### config.mk
export PLATFORM = sky130hd
export DESIGN_NAME = conbus_slvsel
export DESIGN_NICKNAME = d
export VERILOG_FILES = /design/src/rtl/conbus_slvsel_pkg.sv /design/src/rtl/conbus_wdt.sv /design/src/rtl/conbus_slvsel.sv
export SDC_FILE = /design/constraint.sdc
export NUM_CORES = 1
export LEC_CHECK = 0
export BUFFER_PORTS_ARGS = -buffer_cell sky130_fd_sc_hd__buf_2
export CAP_MARGIN = 10
export CORE_AREA = 2 2 107 109
export DETAILED_ROUTE_END_ITERATION = 10
export DIE_AREA = 0 0 109 111
export PLACE_DENSITY_LB_ADDON = 0.15
export SLEW_MARGIN = 15
export SYNTH_ARGS = -nofsm -noshare
export SYNTH_HDL_FRONTEND = slang
export SYNTH_HIERARCHICAL = 1
export SYNTH_SLANG_ARGS = --single-unit
### constraint.sdc
create_clock -name sys_clk -period 2.3 [get_ports sys_clk]
set_input_delay 0.23 -clock sys_clk [delete_from_list [all_inputs] [get_ports sys_clk]]
set_output_delay 0.23 -clock sys_clk [all_outputs]
set_load 0.005 [all_outputs]
### src/rtl/conbus_slvsel_pkg.sv
// Shared conbus definitions: slave count, select-field position, FSM encodings
// and the one-hot slave-select helper.
package conbus_slvsel_pkg;

  localparam int NSLV   = 5;
  localparam int SEL_HI = 31;
  localparam int SEL_LO = 29;
  localparam int SEL_W  = SEL_HI - SEL_LO + 1;

  typedef enum logic [1:0] {
    ST_IDLE   = 2'd0,
    ST_ACTIVE = 2'd1,
    ST_ERR    = 2'd2
  } state_e;

  // Select values 5..7 decode to no slave and yield an all-zero vector.
  function automatic logic [NSLV-1:0] sel_onehot(input logic [SEL_W-1:0] sel);
    logic [NSLV-1:0] oh;
    oh = '0;
    for (int k = 0; k < NSLV; k++) begin
      oh[k] = (sel == SEL_W'(k));
    end
    return oh;
  endfunction

  function automatic logic sel_mapped(input logic [SEL_W-1:0] sel);
    return (sel < SEL_W'(NSLV));
  endfunction

endpackage

### src/rtl/conbus_wdt.sv
// Bus watchdog counter: cleared on load, counts stalled cycles, saturates,
// and flags the terminal count TIMEOUT-1.
module conbus_wdt #(
  parameter int TIMEOUT = 255
) (
  input  logic i_clk,
  input  logic i_rst_n,
  input  logic i_load,
  input  logic i_inc,
  output logic o_tc
);

  localparam int CW = $clog2(TIMEOUT + 1);

  logic [CW-1:0] r_cnt;

  // Stall counter; holds at all-ones instead of wrapping.
  always_ff @(posedge i_clk) begin
    if (!i_rst_n) begin
      r_cnt <= '0;
    end else if (i_load) begin
      r_cnt <= '0;
    end else if (i_inc && (r_cnt != {CW{1'b1}})) begin
      r_cnt <= r_cnt + CW'(1);
    end
  end

  // Terminal count decode.
  always_comb begin
    o_tc = (r_cnt == CW'(TIMEOUT - 1));
  end

endmodule

### src/rtl/conbus_slvsel.sv
// conbus slave-side address decoder with watchdog: routes the granted master
// cycle to one of five slaves and errors unmapped or unresponsive accesses.
module conbus_slvsel
  import conbus_slvsel_pkg::*;
#(
  parameter int TIMEOUT = 255
) (
  input  logic                 sys_clk,
  input  logic                 sys_rst,
  input  logic [31:0]          m_adr,
  input  logic                 m_cyc,
  input  logic                 m_stb,
  output logic                 m_ack,
  output logic                 m_err,
  output logic [31:0]          m_dat_r,
  output logic [NSLV-1:0]      s_cyc,
  output logic [NSLV-1:0]      s_stb,
  input  logic [NSLV-1:0]      s_ack,
  input  logic [NSLV*32-1:0]   s_dat_r,
  output logic                 err_flag,
  output logic [31:0]          err_adr,
  input  logic                 err_clr
);

  state_e            r_state;
  state_e            w_next;
  logic [SEL_W-1:0]  r_sel;
  logic [SEL_W-1:0]  w_adr_sel;
  logic [NSLV-1:0]   w_sel_oh;
  logic [31:0]       w_sel_dat;
  logic              w_wdt_load;
  logic              w_wdt_inc;
  logic              w_wdt_tc;
  logic              w_ack;
  logic              w_err;
  logic [31:0]       w_dat;
  logic [NSLV-1:0]   w_cyc;
  logic [NSLV-1:0]   w_stb;

  assign w_adr_sel = m_adr[SEL_HI:SEL_LO];
  assign w_sel_oh  = sel_onehot(r_sel);

  conbus_wdt #(.TIMEOUT(TIMEOUT)) u_wdt (
    .i_clk   (sys_clk),
    .i_rst_n (sys_rst),
    .i_load  (w_wdt_load),
    .i_inc   (w_wdt_inc),
    .o_tc    (w_wdt_tc)
  );

  // Read-data mux driven by the latched slave select.
  always_comb begin
    w_sel_dat = 32'h0000_0000;
    case (r_sel)
      3'd0:    w_sel_dat = s_dat_r[31:0];
      3'd1:    w_sel_dat = s_dat_r[63:32];
      3'd2:    w_sel_dat = s_dat_r[95:64];
      3'd3:    w_sel_dat = s_dat_r[127:96];
      3'd4:    w_sel_dat = s_dat_r[159:128];
      default: w_sel_dat = 32'h0000_0000;
    endcase
  end

  // Next-state and bus-side outputs; the ack path outranks the watchdog.
  always_comb begin
    w_next     = r_state;
    w_wdt_load = 1'b0;
    w_wdt_inc  = 1'b0;
    w_ack      = 1'b0;
    w_err      = 1'b0;
    w_dat      = 32'h0000_0000;
    w_cyc      = '0;
    w_stb      = '0;
    case (r_state)
      ST_IDLE: begin
        if (m_cyc && m_stb) begin
          if (sel_mapped(w_adr_sel)) begin
            w_next     = ST_ACTIVE;
            w_wdt_load = 1'b1;
          end else begin
            w_next = ST_ERR;
          end
        end else begin
          w_next = ST_IDLE;
        end
      end
      ST_ACTIVE: begin
        w_cyc = w_sel_oh & {NSLV{m_cyc}};
        w_stb = w_sel_oh & {NSLV{m_stb}};
        w_ack = (|(s_ack & w_sel_oh)) & m_stb;
        w_dat = w_sel_dat;
        if (!m_cyc) begin
          w_next = ST_IDLE;
        end else if (w_ack) begin
          w_next = ST_IDLE;
        end else begin
          w_wdt_inc = 1'b1;
          if (w_wdt_tc) begin
            w_next = ST_ERR;
          end else begin
            w_next = ST_ACTIVE;
          end
        end
      end
      ST_ERR: begin
        w_err  = 1'b1;
        w_next = ST_IDLE;
      end
      default: begin
        w_next = ST_IDLE;
      end
    endcase
  end

  // State, slave select and sticky error capture; a new error beats err_clr.
  always_ff @(posedge sys_clk) begin
    if (!sys_rst) begin
      r_state  <= ST_IDLE;
      r_sel    <= '0;
      err_flag <= 1'b0;
      err_adr  <= 32'h0000_0000;
    end else begin
      r_state <= w_next;
      if (w_wdt_load) begin
        r_sel <= w_adr_sel;
      end
      if (w_next == ST_ERR) begin
        err_flag <= 1'b1;
        err_adr  <= m_adr;
      end else if (err_clr) begin
        err_flag <= 1'b0;
      end
    end
  end

  // Reset silences the bus in the same cycle it is asserted.
  always_comb begin
    if (sys_rst) begin
      m_ack   = w_ack;
      m_err   = w_err;
      m_dat_r = w_dat;
      s_cyc   = w_cyc;
      s_stb   = w_stb;
    end else begin
      m_ack   = 1'b0;
      m_err   = 1'b0;
      m_dat_r = 32'h0000_0000;
      s_cyc   = '0;
      s_stb   = '0;
    end
  end

endmodule

# Word level (Yosys, flattened, before mapping)
# Cells that the tools add are included.
# word_totals
output_inout_bits	77
in_bits	202
register_bits	46
word_cells	53
# classes
n_bitwise	5
muxes	25
reduce_logical	7
n_eq_ne	9
n_addsub	1
magnitude_cmp	1
# op_table
operator	count
case mux 32 bit (5 select lines)	1
2-to-1 mux 32 bit	2
2-to-1 mux 5 bit	4
AND 5 bit	3
2-to-1 mux 1 bit	12
2-to-1 mux 2 bit	5
adder 8 x 1 -> 8 bit, second input constant	1
equality test 8 bit, second input constant	1
!= test 8 bit, second input constant	1
equality test 3 x 2 -> 1 bit, second input constant	2
OR reduction 5 bit	1
equality test 2 bit, second input constant	2
case mux 2 bit (2 select lines)	1
equality test 3 x 1 -> 1 bit, second input constant	1
equality test 3 bit, second input constant	1
logical NOT 3 bit	1
< comparator 3 bit, second input constant	1
equality test 2 x 1 -> 1 bit, second input constant	1
logical AND 1 bit	2
logical NOT 2 bit	1
nonzero test 2 bit	1
OR reduction 2 bit	1
AND 1 bit	1
NOT 1 bit	1

# Logic depth before layout (Yosys ltp)
# logic_depth
depth_word	9
depth_mapped	8
mapped_depth_nobuf	7

# Hierarchy
# Netlist, hierarchy kept.
# modules_own_cells
mod	cells_per_inst	n_inst	seq_area_each_um2	area_per_inst_um2
conbus_slvsel	388	1	760.7	2869.0
conbus_wdt	53	1	160.2	449.2

# Worst setup path after synthesis
# No wires, ideal clock.
# synth_path
path_type	register -> register
startpoint	reg r_sel[1]
endpoint	reg u_wdt.r_cnt[7]
t_arrival_ps	1954
period_less_slack_ps	2071
path_slack_ps	229
t_required_ps	2184
n_path_buf	1
stages_incl_launch_ff	9
path_cell_list	dfxtp_1 > buf_6 > nor3b_1 > a221o_1 > o21ai_2 > and2_1 > nand3_1 > or4_1 > o211a_1
# synth_between
elab_chain_len	8
elab_cells_between_ends	12
# synth_rtl
element	line	source
start, declared	conbus_slvsel.sv:27	logic [SEL_W-1:0] r_sel;
start signal, assigned	conbus_slvsel.sv:125	r_sel <= w_adr_sel;
equality test 3 x 1 -> 1 bit, or another cell as far along	conbus_slvsel_pkg.sv:21	oh[k] = (sel == SEL_W'(k));
AND 5 bit (*)	conbus_slvsel.sv:90	w_ack = (|(s_ack & w_sel_oh)) & m_stb;
OR reduction 5 bit (*)	conbus_slvsel.sv:90	
AND 1 bit (*)	conbus_slvsel.sv:90	
2-to-1 mux 1 bit (*)	conbus_slvsel.sv:94	end else if (w_ack) begin
2-to-1 mux 1 bit (*)	conbus_slvsel.sv:92	if (!m_cyc) begin
2-to-1 mux 1 bit (*)	conbus_slvsel.sv:74	case (r_state)
net w_wdt_inc	conbus_slvsel.sv:32	logic w_wdt_inc;
logical AND 1 bit (*)	conbus_wdt.sv:23	end else if (i_inc && (r_cnt != {CW{1'b1}})) begin
end signal, assigned	conbus_wdt.sv:24	r_cnt <= r_cnt + CW'(1);
end, declared	conbus_wdt.sv:15	logic [CW-1:0] r_cnt;
# The timed path passes the listed nets; every way through them passes the cells marked *.
# A chain may end at the register's enable or synchronous reset.

# Worst setup path after layout
# layout_path
startpoint	reg r_sel[0]
endpoint	out m_dat_r[1]
# layout_between
elab_chain_len	4
elab_cells_between_ends	8
# layout_rtl
element	line	source
equality test 3 bit, or another cell as far along	conbus_slvsel.sv:54	case (r_sel)
case mux 32 bit (5 select lines) (*)	conbus_slvsel.sv:54	
2-to-1 mux 32 bit (*)	conbus_slvsel.sv:74	
2-to-1 mux 32 bit (*)	conbus_slvsel.sv:138	if (sys_rst) begin
end, declared	conbus_slvsel.sv:15	output logic [31:0] m_dat_r,
# Mark *: on every way between the ends. The rest lies on a longest branch, timed or not.

==> metrics.md <==
| Metric | Value |
|---|---|
| Worst-Skew Late Latency | `280 ps` |
| Worst Setup End Kind | `output port` |
| Placed insts | `841` |
| Worst-path clk slew | `60 ps` |
| Flops & latches, synth | `46` |
| Final hold slack | `183 ps` |
| Area of the multi-input gates | `2210 sq um` |
| CTS Sinks | `46` |
| Pre-CTS setup slack | `176 ps` |
| Slack of the critical path | `118 ps` |
| 1st-pass router iterations | `4` |
| Top delay family on crit path | `buffers and inverters` |
| Tmin final | `2180 ps` |
| Vias/cell | `4.98` |
| Syn Area/Cell | `7.52 sq um` |
| Die area | `12100 sq um` |
| CTS max path bufs | `2` |
| Crit path DAT | `1950 ps` |
| Initial antenna violation count | `5` |
| Largest net degree at the start of global routing | `52` |
| Share of cells above drive strength 1 | `44.2%` |
| Die Span Y | `111 um` |
| CP Launch Type | `flop` |
| Crit path cell chain | `buf_4 -> nor3_2 -> buf_12 -> a22oi_1 -> a21oi_1 -> buf_2` |
| Relative slew slack | `67.3%` |
| Worst Path Buf+Inv | `3` |
| First-pass GRT wire length | `19900 um` |
| Post-route insts no fill | `852` |
| Top_reg_cell synth | `dfxtp_1` |
| Final Max Slew Viols | `0` |
| Clock Skews | `2.87 ps` |
| Pwr/cell area | `440 nW/um^2` |
| Worst vdd ir | `0.000324 V` |
| Leak pwr | `2.60 nW` |
| Vias in the first global route | `4104` |
| CP max FO | `30` |
| Synthesized cell area | `3320 sq um` |
| Routed vias | `4239` |
| # nets final | `909` |
| FF/Latch Area | `922 sq um` |
| Max H-tree Level | `2` |
| Layout area overhead | `51.8%` |
| Drc violations | `0` |
| Post-synth EDFFs | `0` |
| Total negative setup slack | `0 ps` |
| Final setup viols | `0` |
| Hold/Removal Path Class | `in -> reg` |
| Crit path from | `r_sel[0]$_SDFFE_PN0P_` |
| Path depth of the worst reg2reg path | `7` |
| GRT overflow | `0` |
| Status | `finished, final reports clean` |
| Worst path slowest cell | `nor3_2` |
| Tot GR Track Use | `20.8%` |
| Syn Nets | `645` |
| Worst Setup EP | `m_dat_r[1]` |
| Crit Path Class | `reg -> out` |
| CP peak stage delay | `410 ps` |
| TritonCTS clock tree | `built` |
| Post-CTS Setup Repair Bufs | `0` |
| Buffers on Ports | `278` |
| Max Fclk | `458 MHz` |
| Final Wtd Congestion | `0.937` |
| Max Cap Viol | `0` |
| Distinct cells, synth | `45` |
| Total number of yosys warnings | `6` |
| Initial Util | `30.0%` |
| Mapped Cells | `441` |
| Critical Path RT | `2070 ps` |
| RSZ-0062 raised after global routing | `no` |
| ANT nets after route | `0` |
| Final period util | `94.9%` |
| Final wirelength | `13200 um` |
| I/O Pins | `279` |
| Power, Total | `2.22 mW` |
| Dpl hpwl | `10700 um` |
| Final hold viol count | `0` |
| Flop2flop setup slack | `160 ps` |
| Starting DRT DRC Count | `272` |
| Worst reg2reg path endpoint | `u_wdt/r_cnt[7]$_SDFFE_PP0P_` |
| Worst-Margin Slew | `490 ps` |
| Register area share after synthesis | `27.8%` |
| Ys async rst share | `0%` |
| Row count | `39` |
| Area of the core | `11100 sq um` |
| Die X-Extent | `109 um` |
| WL/cell | `15.5 um` |
| Crit path depth | `6` |
| Root Driver | `clkbuf_16` |
| R2r startpoint | `r_sel[2]$_SDFFE_PN0P_` |
| Fill cell count | `1125` |
| CTS Buf Count | `5` |
-- cells in the final DEF (no fill, tap or decap), drive strengths merged, types with 2 or more instances in the layout --
master,synthesis,routed
or3b,2,2
nor2b,4,4
nor3b,2,2
a21oi,68,68
nand2b,5,5
and4,2,2
nand4,2,2
a22oi,32,32
and3,2,2
ha,2,2
a21boi,3,3
mux2i,66,66
buf,6,293
nor2,47,47
nand2,71,71
o21ai,8,8
and2,6,6
clkbuf,30,5
nand3b,2,2
clkinvlp,0,2
diode,0,3
a211oi,4,4
nor3,4,4
dfxtp,46,46
a31oi,3,3
nand3,8,8
inv,5,5
-- state kept, by name (all words and copies together), names as in the netlist --
register,count
u_wdt/r_cnt,8
r_sel,3
err_adr,32
r_state,2
err_flag,1
-- worst reg2reg max path, cell delays in order, from the launching register on --
cell	delay (ps)
dfxtp_1	420
nor3b_1	90
a221o_1	380
o21ai_2	200
and2_1	190
nand3_1	130
or4_1	420
o211a_1	210
-- timing repair --
item,4_1_cts,5_1_grt
setup endpoints to repair,0,3
resized for setup,0,1
hold buffers,0,0
-- report_power, final --
part | total, mW | internal, mW | switching (mW)
logic | 0.561 | 0.288 | 0.273
registers | 0.833 | 0.819 | 0.0145
clock network | 0.823 | 0.512 | 0.311
total | 2.22 | 1.62 | 0.598
-- routing by layer --
metal	routed length (um)	part of all wire (%)	GRT usage, %	vias up
li1	-	-	-	2099
met1	5260	40	23.4	1921
met2	6520	49	37.1	191
met3	1190	9.0	6.64	24
met4	243	1.8	5.73	4
met5	33	0.25	0	-
-- worst min-delay path by stage --
stage	startpoint	endpoint	slack [ps]	depth (start not counted)
6_report	m_adr[3]	err_adr[3]$_SDFFE_PN0N_	180	3
5_1_grt	m_adr[8]	err_adr[8]$_SDFFE_PN0N_	190	3
4_1_cts	m_adr[3]	err_adr[3]$_SDFFE_PN0N_	180	3
3_5_place_dp	err_adr[3]$_SDFFE_PN0N_	err_adr[3]$_SDFFE_PN0N_	460	2
3_3_place_gp	err_adr[21]$_SDFFE_PN0N_	err_adr[21]$_SDFFE_PN0N_	440	2
2_1_floorplan	m_adr[0]	err_adr[0]$_SDFFE_PN0N_	370	2
-- synth_stat cells (2+ instances only) --
master	instances	area, sq um
a211oi_1	4	30.0
a21boi_0	2	15.0
a21oi_1	67	335
a22oi_1	32	240
a31oi_1	3	18.8
and2_1	6	37.5
and3_1	2	12.5
buf_12	3	60.1
clkbuf_1	30	113
dfxtp_1	46	921
ha_1	2	25.0
inv_1	5	18.8
mux2i_1	66	661
nand2_1	71	267
nand2b_1	5	31.3
nand3_1	7	35.0
nand3b_1	2	15.0
nand4_1	2	12.5
nor2_1	47	176
nor2b_1	4	25.0
nor3_1	4	20.0
nor3b_1	2	15.0
o21ai_0	7	35.0
-- cell type report --
cell class | count | share of cell area, %
timing repair buffer | 293 | 30.4
multi-input combinational | 354 | 43.8
clock buffer | 5 | 2.48
clock inverter | 3 | 0.894
tap | 143 | 3.55
antenna | 3 | 0.149
sequential | 46 | 18.3
inverter | 5 | 0.373
-- kinds of logic (layout without fill, tap and decap cells) --
logic type                 after synthesis  in the layout  synth area share [%]
and+or+nand+nor                        161            161                  21.9
AOI/OAI and AO/OA                      125            125                  23.2
muxes                                   66             66                  19.9
DFF                                     46             46                  27.8
buffers and inverters                   41            306                  6.49
adders and majority gates                2              2                 0.754
other                                    0              3                     0
-- through the flow --
stage | instance area, sq um | utilization (%)
2_1_floorplan | 3320 | -
3_3_place_gp | 4860 | 43.8
3_5_place_dp | 4860 | 43.8
4_1_cts | 5030 | 45.4
5_1_grt | 5030 | 45.4
6_report | 5040 | 45.5
(Power assumes the default switching activity.)
